File: config.mk
export PLATFORM = sky130hd
export DESIGN_NAME = frame_pacer_flat
export DESIGN_NICKNAME = d
export VERILOG_FILES = /design/src/rtl/frame_pacer_if.sv /design/src/rtl/frame_pacer.sv /design/src/flat_wrapper.sv
export SDC_FILE = /design/constraint.sdc
export NUM_CORES = 1
export LEC_CHECK = 0
export ABC_AREA = 1
export CAP_MARGIN = 20
export CORE_MARGIN = 5
export CORE_UTILIZATION = 55
export DETAILED_ROUTE_END_ITERATION = 8
export GPL_TIMING_DRIVEN = 0
export MAX_ROUTING_LAYER = met4
export PLACE_DENSITY = 0.76
export REMOVE_ABC_BUFFERS = 1
export SYNTH_ARGS = -nofsm -noshare
export SYNTH_HDL_FRONTEND = slang
export SYNTH_SLANG_ARGS = --single-unit
File: constraint.sdc
create_clock -name clk -period 5 [get_ports clk]
set_input_delay 1 -clock clk [delete_from_list [all_inputs] [get_ports clk]]
set_output_delay 1 -clock clk [all_outputs]
set_load 0.01 [all_outputs]
File: src/rtl/frame_pacer_if.sv
// Handshake bundle between the frame pacer and the H.264 decoder control path.
// FRAME_PACER_STEP_EN adds the single-step request line.
interface frame_pacer_if #(
    parameter int OVR_W  = 8,
    parameter int FCNT_W = 16
);
    logic [23:0]       num_cycles_1_frame;
    logic              dec_ready;
    logic              frame_done;
    logic              frame_start;
    logic              playing;
    logic [OVR_W-1:0]  overrun_cnt;
    logic [FCNT_W-1:0] frame_cnt;
`ifdef FRAME_PACER_STEP_EN
    logic              step_req;

    modport master (
        output num_cycles_1_frame, dec_ready, frame_done, step_req,
        input  frame_start, playing, overrun_cnt, frame_cnt
    );

    modport slave (
        input  num_cycles_1_frame, dec_ready, frame_done, step_req,
        output frame_start, playing, overrun_cnt, frame_cnt
    );
`else
    modport master (
        output num_cycles_1_frame, dec_ready, frame_done,
        input  frame_start, playing, overrun_cnt, frame_cnt
    );

    modport slave (
        input  num_cycles_1_frame, dec_ready, frame_done,
        output frame_start, playing, overrun_cnt, frame_cnt
    );
`endif
endinterface

File: src/rtl/frame_pacer.sv
// Frame-rate pacer: one frame_start per frame period, honouring decoder ready/done.
// Optional single-step mode from PAUSE is enabled by defining FRAME_PACER_STEP_EN.
module frame_pacer #(
    parameter int OVR_W  = 8,
    parameter int FCNT_W = 16
) (
    input  logic          clk,
    input  logic          rst_n,
    frame_pacer_if.slave  bus
);
    localparam logic [1:0] S_PAUSE  = 2'd0;
    localparam logic [1:0] S_START  = 2'd1;
    localparam logic [1:0] S_DECODE = 2'd2;
    localparam logic [1:0] S_WAIT   = 2'd3;

    logic [1:0]        r_state;
    logic [1:0]        w_nextState;
    logic [23:0]       r_periodQ;
    logic [23:0]       r_cnt;
    logic [23:0]       w_lastCnt;
    logic              w_pLive;
    logic              w_hit;
    logic              w_atDeadline;
    logic              w_launch;
    logic              w_overrun;
    logic              w_stepMode;
    logic              w_stepGo;
    logic              r_frameStart;
    logic              r_playing;
    logic [OVR_W-1:0]  r_overrunCnt;
    logic [FCNT_W-1:0] r_frameCnt;

    assign w_pLive      = |bus.num_cycles_1_frame;
    assign w_lastCnt    = (r_periodQ == 24'd0) ? 24'd0 : r_periodQ - 24'd1;
    assign w_atDeadline = (r_cnt >= w_lastCnt);
    // True when the counter sits on, or lands on this edge, the last cycle of the period.
    assign w_hit        = ({1'b0, r_cnt} + 25'd1) >= {1'b0, w_lastCnt};
    assign w_launch     = (r_state == S_START) && bus.dec_ready && (w_pLive || w_stepMode);
    assign w_overrun    = (r_state == S_DECODE) && bus.frame_done && w_atDeadline && !w_stepMode;

`ifdef FRAME_PACER_STEP_EN
    logic r_stepMode;

    assign w_stepMode = r_stepMode;
    assign w_stepGo   = (r_state == S_PAUSE) && bus.step_req && !w_pLive;

    always_ff @(posedge clk or negedge rst_n) begin
        if (!rst_n) begin
            r_stepMode <= 1'b0;
        end else if (w_stepGo) begin
            r_stepMode <= 1'b1;
        end else if (w_nextState == S_PAUSE) begin
            r_stepMode <= 1'b0;
        end
    end
`else
    assign w_stepMode = 1'b0;
    assign w_stepGo   = 1'b0;
`endif

    always_comb begin
        w_nextState = r_state;
        case (r_state)
            S_PAUSE: begin
                if (w_pLive || w_stepGo) w_nextState = S_START;
            end
            S_START: begin
                if (!w_pLive && !w_stepMode) w_nextState = S_PAUSE;
                else if (bus.dec_ready)      w_nextState = S_DECODE;
            end
            S_DECODE: begin
                // A stepped frame always returns to PAUSE; late or boundary frames relaunch directly.
                if (bus.frame_done) begin
                    if (w_stepMode || !w_pLive) w_nextState = S_PAUSE;
                    else if (w_hit)             w_nextState = S_START;
                    else                        w_nextState = S_WAIT;
                end
            end
            S_WAIT: begin
                if (!w_pLive)   w_nextState = S_PAUSE;
                else if (w_hit) w_nextState = S_START;
            end
            default: w_nextState = S_PAUSE;
        endcase
    end

    always_ff @(posedge clk or negedge rst_n) begin
        if (!rst_n) begin
            r_state      <= S_PAUSE;
            r_periodQ    <= 24'd0;
            r_cnt        <= 24'd0;
            r_frameStart <= 1'b0;
            r_playing    <= 1'b0;
            r_overrunCnt <= '0;
            r_frameCnt   <= '0;
        end else begin
            r_state      <= w_nextState;
            r_frameStart <= w_launch;
            r_playing    <= (w_nextState != S_PAUSE) && !(w_stepMode || w_stepGo);

            if (w_launch) begin
                r_periodQ  <= bus.num_cycles_1_frame;
                r_cnt      <= 24'd0;
                r_frameCnt <= r_frameCnt + FCNT_W'(1);
            end else if (r_state == S_DECODE || r_state == S_WAIT) begin
                r_cnt <= w_hit ? w_lastCnt : r_cnt + 24'd1;
            end

            if (w_overrun && (r_overrunCnt != {OVR_W{1'b1}})) begin
                r_overrunCnt <= r_overrunCnt + OVR_W'(1);
            end
        end
    end

    assign bus.frame_start = r_frameStart;
    assign bus.playing     = r_playing;
    assign bus.overrun_cnt = r_overrunCnt;
    assign bus.frame_cnt   = r_frameCnt;
endmodule

File: src/flat_wrapper.sv
// flat-port wrapper written by rule: the top's interface ports become plain ports
module frame_pacer_flat 
#(
    parameter int OVR_W  = 8,
    parameter int FCNT_W = 16
)
  (clk, rst_n, bus_num_cycles_1_frame, bus_dec_ready, bus_frame_done, bus_frame_start, bus_playing, bus_overrun_cnt, bus_frame_cnt);
  frame_pacer_if #(.OVR_W(OVR_W), .FCNT_W(FCNT_W)) bus_i ();
  input  logic clk;
  input  logic rst_n;
  input wire logic [$bits(bus_i.num_cycles_1_frame)-1:0] bus_num_cycles_1_frame;
  input wire logic [$bits(bus_i.dec_ready)-1:0] bus_dec_ready;
  input wire logic [$bits(bus_i.frame_done)-1:0] bus_frame_done;
  output wire logic [$bits(bus_i.frame_start)-1:0] bus_frame_start;
  output wire logic [$bits(bus_i.playing)-1:0] bus_playing;
  output wire logic [$bits(bus_i.overrun_cnt)-1:0] bus_overrun_cnt;
  output wire logic [$bits(bus_i.frame_cnt)-1:0] bus_frame_cnt;
  assign bus_i.num_cycles_1_frame = bus_num_cycles_1_frame;
  assign bus_i.dec_ready = bus_dec_ready;
  assign bus_i.frame_done = bus_frame_done;
  assign bus_frame_start = bus_i.frame_start;
  assign bus_playing = bus_i.playing;
  assign bus_overrun_cnt = bus_i.overrun_cnt;
  assign bus_frame_cnt = bus_i.frame_cnt;
  frame_pacer #(.OVR_W(OVR_W), .FCNT_W(FCNT_W)) u_core (.clk(clk), .rst_n(rst_n), .bus(bus_i));
endmodule
==> metrics.txt <==
outcome finished, final reports clean; met1 capacity usage during global routing between 30% and 40%; Async SR Flop Fraction 100.0%; final worst slack between 500 and 600 ps; CP Launch Type flop; Data required, critical path around 5300 ps; slowest cell delay on critical path around 760 ps; drt total wl approximately 16 mm; CP Capture Type flop; GPL Wtd Cong between 0.9 and 1; Fin. Hold Viols 0; IO buf count 53; # H-tree levels 3; skew final around 9.0 ps; DRT Pass-1 Iters 5; Layout Cells excl Fill approximately 1,100; Synth Cell Area 6312 um2; Min Clock Period, post-route about 4400 ps; Root Buffer clkbuf_16; hold path cells 2; number of synthesized flops with an enable pin 0; Die Span X roughly 120 um; CP cell instances inv_1 > ha_1 > inv_1 > nor3_1 > nand4_2 > nand3_1 > ha_1 > nand2_1 > inv_1 > nand2_1 > nand2_1 > a21boi_0 > nand2_1 > nand2_1 > nand3_4 > nand2_1 > nand3_1 > nand2_1; TritonCTS buffer count 9; top_reg_cell synth dfrtp_1; Avg WL per Cell about 14 um; cell accounting for the most synthesized area dfrtp_1; Die H about 120 um; clk sinks 76; hold buffer count at cts 0; Clk Latency, worst-skew pair ~350 ps; final setup fails 0; Fmax approximately 230 MHz; RR Startpoint u_core.r_periodQ[0]$_DFFE_PN0P_; drt via density roughly 5.4; CP startpoint u_core.r_periodQ[0]$_DFFE_PN0P_; dpl cells about 1,100; worst slew pin tran between 1000 and 1500 ps; Rel. slew slack about 25%; 1st-iter DRT viols about 330; Worst Hold End u_core.bus.overrun_cnt[4]$_DFFE_PN0P_; number of top-level pins 54; Power Density roughly 630 nW/um2; Post-Syn Instances about 950; Most common cell on crit path nand2_1; number of distinct library cells after synthesis 32; layout cell share with drive strength beyond 1 3.908%; syn_area_per_cell ~6.7 um2; area post-placement 6937 um2; Data arrival, critical path roughly 4700 ps; HP Class flop to flop; Initial Utilization a little under three fifths; Layout Nets between 1,000 and 1,500; post-synthesis sequential area ratio a little under a third; clk buf depth 2; Rows 39; global-route track usage on met2 40.05%; r2r endpoint u_core.r_cnt[11]$_DFFE_PN0P_; Slowest-stage cell, CP nand2_1; VDD IR max between 0.5 and 0.6 mV; vias in the first global route ~5,800; Synth Warn # 0; Clock transition at path regs 60 ps; critical path type flop to flop; post-DP HPWL 12.01 mm; post-synthesis register bit count 76; GRT Util Overall approximately a quarter; max_cap viols 0; crit path max fanout 26; GRT overflow 0; RSZ-0062 raised after global routing no; flop2flop setup slack between 500 and 600 ps; Post-CTS Resized 0; pre-CTS WS 510.9 ps; Hold Path Origin u_core.bus.overrun_cnt[4]$_DFFE_PN0P_; initial antenna violation count 0; Synth area leaders dfrtp_1, nand2_1, ha_1; Remaining DRCs 0; total setup buffers inserted after CTS 0; first-pass GRT wire length between 20 and 30 mm; # diodes 0; top-area cell type share of the netlist area ~30%; area of the core around 11,000 um2; Area Growth Syn to Fin 14.37%; met3 Usage GRT ~4.3%; Lkg Pwr roughly 3.7 nW; crit share post-route about nine tenths; busiest grt layer met2; CTS tree yes; R2R cell count 18; die area around 14,000 um2; Max Slew Vio Count 0; largest net degree at the start of global routing 62; routed vias 6,166; Post-DRT Antenna Nets 0; fin area roughly 7200 um2
## metrics by stage
stage	total power [mW]	TNS [ps]	hold WS (ps)	utilization, %
2_1_floorplan	3.087	0	475.0	-
3_3_place_gp	3.829	-3520	510.2	61.03
3_5_place_dp	3.902	0	508.4	61.27
4_1_cts	4.538	0	526.7	63.67
5_1_grt	5.059	0	566.9	63.77
6_report	4.547	0	517.8	63.77
## routing by layer
| layer | up-vias | wire [um] | part of all wire, % |
|---|---|---|---|
| met2 | 172 | 7518 | 46 |
| li1 | 3134 | - | - |
| met1 | 2833 | 7408 | 46 |
| met4 | 0 | 298 | 1.8 |
| met5 | - | 0 | 0 |
| met3 | 27 | 973 | 6.0 |
## layout by cell type (no fill, tap or decap), drive strengths merged
cell             n
a21oi           22
nor2           102
clkbuf          12
clkinvlp         2
nand3b           6
dfrtp           76
xor2            24
a31o             1
xnor2           10
nand4           43
o21a             2
nor3            15
a31oi            1
nand2          302
a21o             3
clkinv           3
ha              54
clkdlybuf4s50   52
a21boi           1
nor4             1
nand3           82
o21ai           43
inv            132
or2              5
buf              3
o211ai           1
## worst max-delay path by stage
stage                                   end  cells past startpoint
5_1_grt         u_core.r_cnt[8]$_DFFE_PN0P_                     18
3_3_place_gp   u_core.r_cnt[11]$_DFFE_PN0P_                     10
2_1_floorplan   u_core.r_cnt[0]$_DFFE_PN0P_                      9
3_5_place_dp   u_core.r_cnt[11]$_DFFE_PN0P_                     10
4_1_cts        u_core.r_cnt[11]$_DFFE_PN0P_                     18
6_report       u_core.r_cnt[11]$_DFFE_PN0P_                     18
## cell type report
class | count | area, um2
Sequential cell | 76 | 1902
Fill cell | 1058 | 4101
Clock inverter | 4 | 25.02
Timing Repair Buffer | 55 | 566.8
Tap cell | 143 | 178.9
Multi-Input combinational cell | 718 | 3801
Clock buffer | 12 | 246.5
Inverter | 133 | 499.2
## state kept, by name (all words and copies together) (netlist names)
| signal | cells |
|---|---|
| u_core.r_periodQ | 24 |
| u_core.bus.frame_start | 1 |
| u_core.r_cnt | 24 |
| u_core.bus.overrun_cnt | 8 |
| u_core.bus.playing | 1 |
| u_core.r_state | 2 |
| u_core.bus.frame_cnt | 16 |
## critical path, delay by kind of cell, from the launching register on
family	cells	cell delay, ps
AO/OA/AOI/OAI	1	170
adder cells (fa/ha/maj)	2	470
buffers and inverters	3	280
flip-flops	1	440
AND/OR/NAND/NOR	12	2970
## cells by family (layout without fill, tap and decap cells)
| group | Yosys count | after routing | share of synthesized area, % |
|---|---|---|---|
| simple gates | 556 | 556 | 38.53 |
| buf+inv | 154 | 204 | 9.692 |
| flops | 76 | 76 | 30.13 |
| compound gates | 74 | 74 | 6.224 |
| fa+ha+maj | 54 | 54 | 10.70 |
| xor+xnor | 34 | 34 | 4.717 |
## cell usage after synthesis, types with 2 or more instances
library cell  instances
or2_2                 5
buf_2                 9
nand3_1              80
ha_1                 54
inv_1               131
nand4_1              42
a21oi_1              22
nand3b_1              6
nor2_1               95
buf_4                 2
nand2_1             298
o21a_1                2
nor3_1               15
xnor2_1              10
o21ai_0              43
nor2_4                4
dfrtp_1              76
nand2_2               4
nor2_2                3
clkbuf_1              8
xor2_1               24
buf_6                 2
a21o_1                3
nand3_4               2
## power breakdown
| part | leakage, nW | internal (mW) | switching [mW] |
|---|---|---|---|
| Clock | 0.129 | 0.348 | 0.264 |
| Sequential | 0.959 | 0.866 | 0.387 |
| Combinational | 2.62 | 1.01 | 1.68 |
No activity file was read; power rests on OpenSTA's default activity.
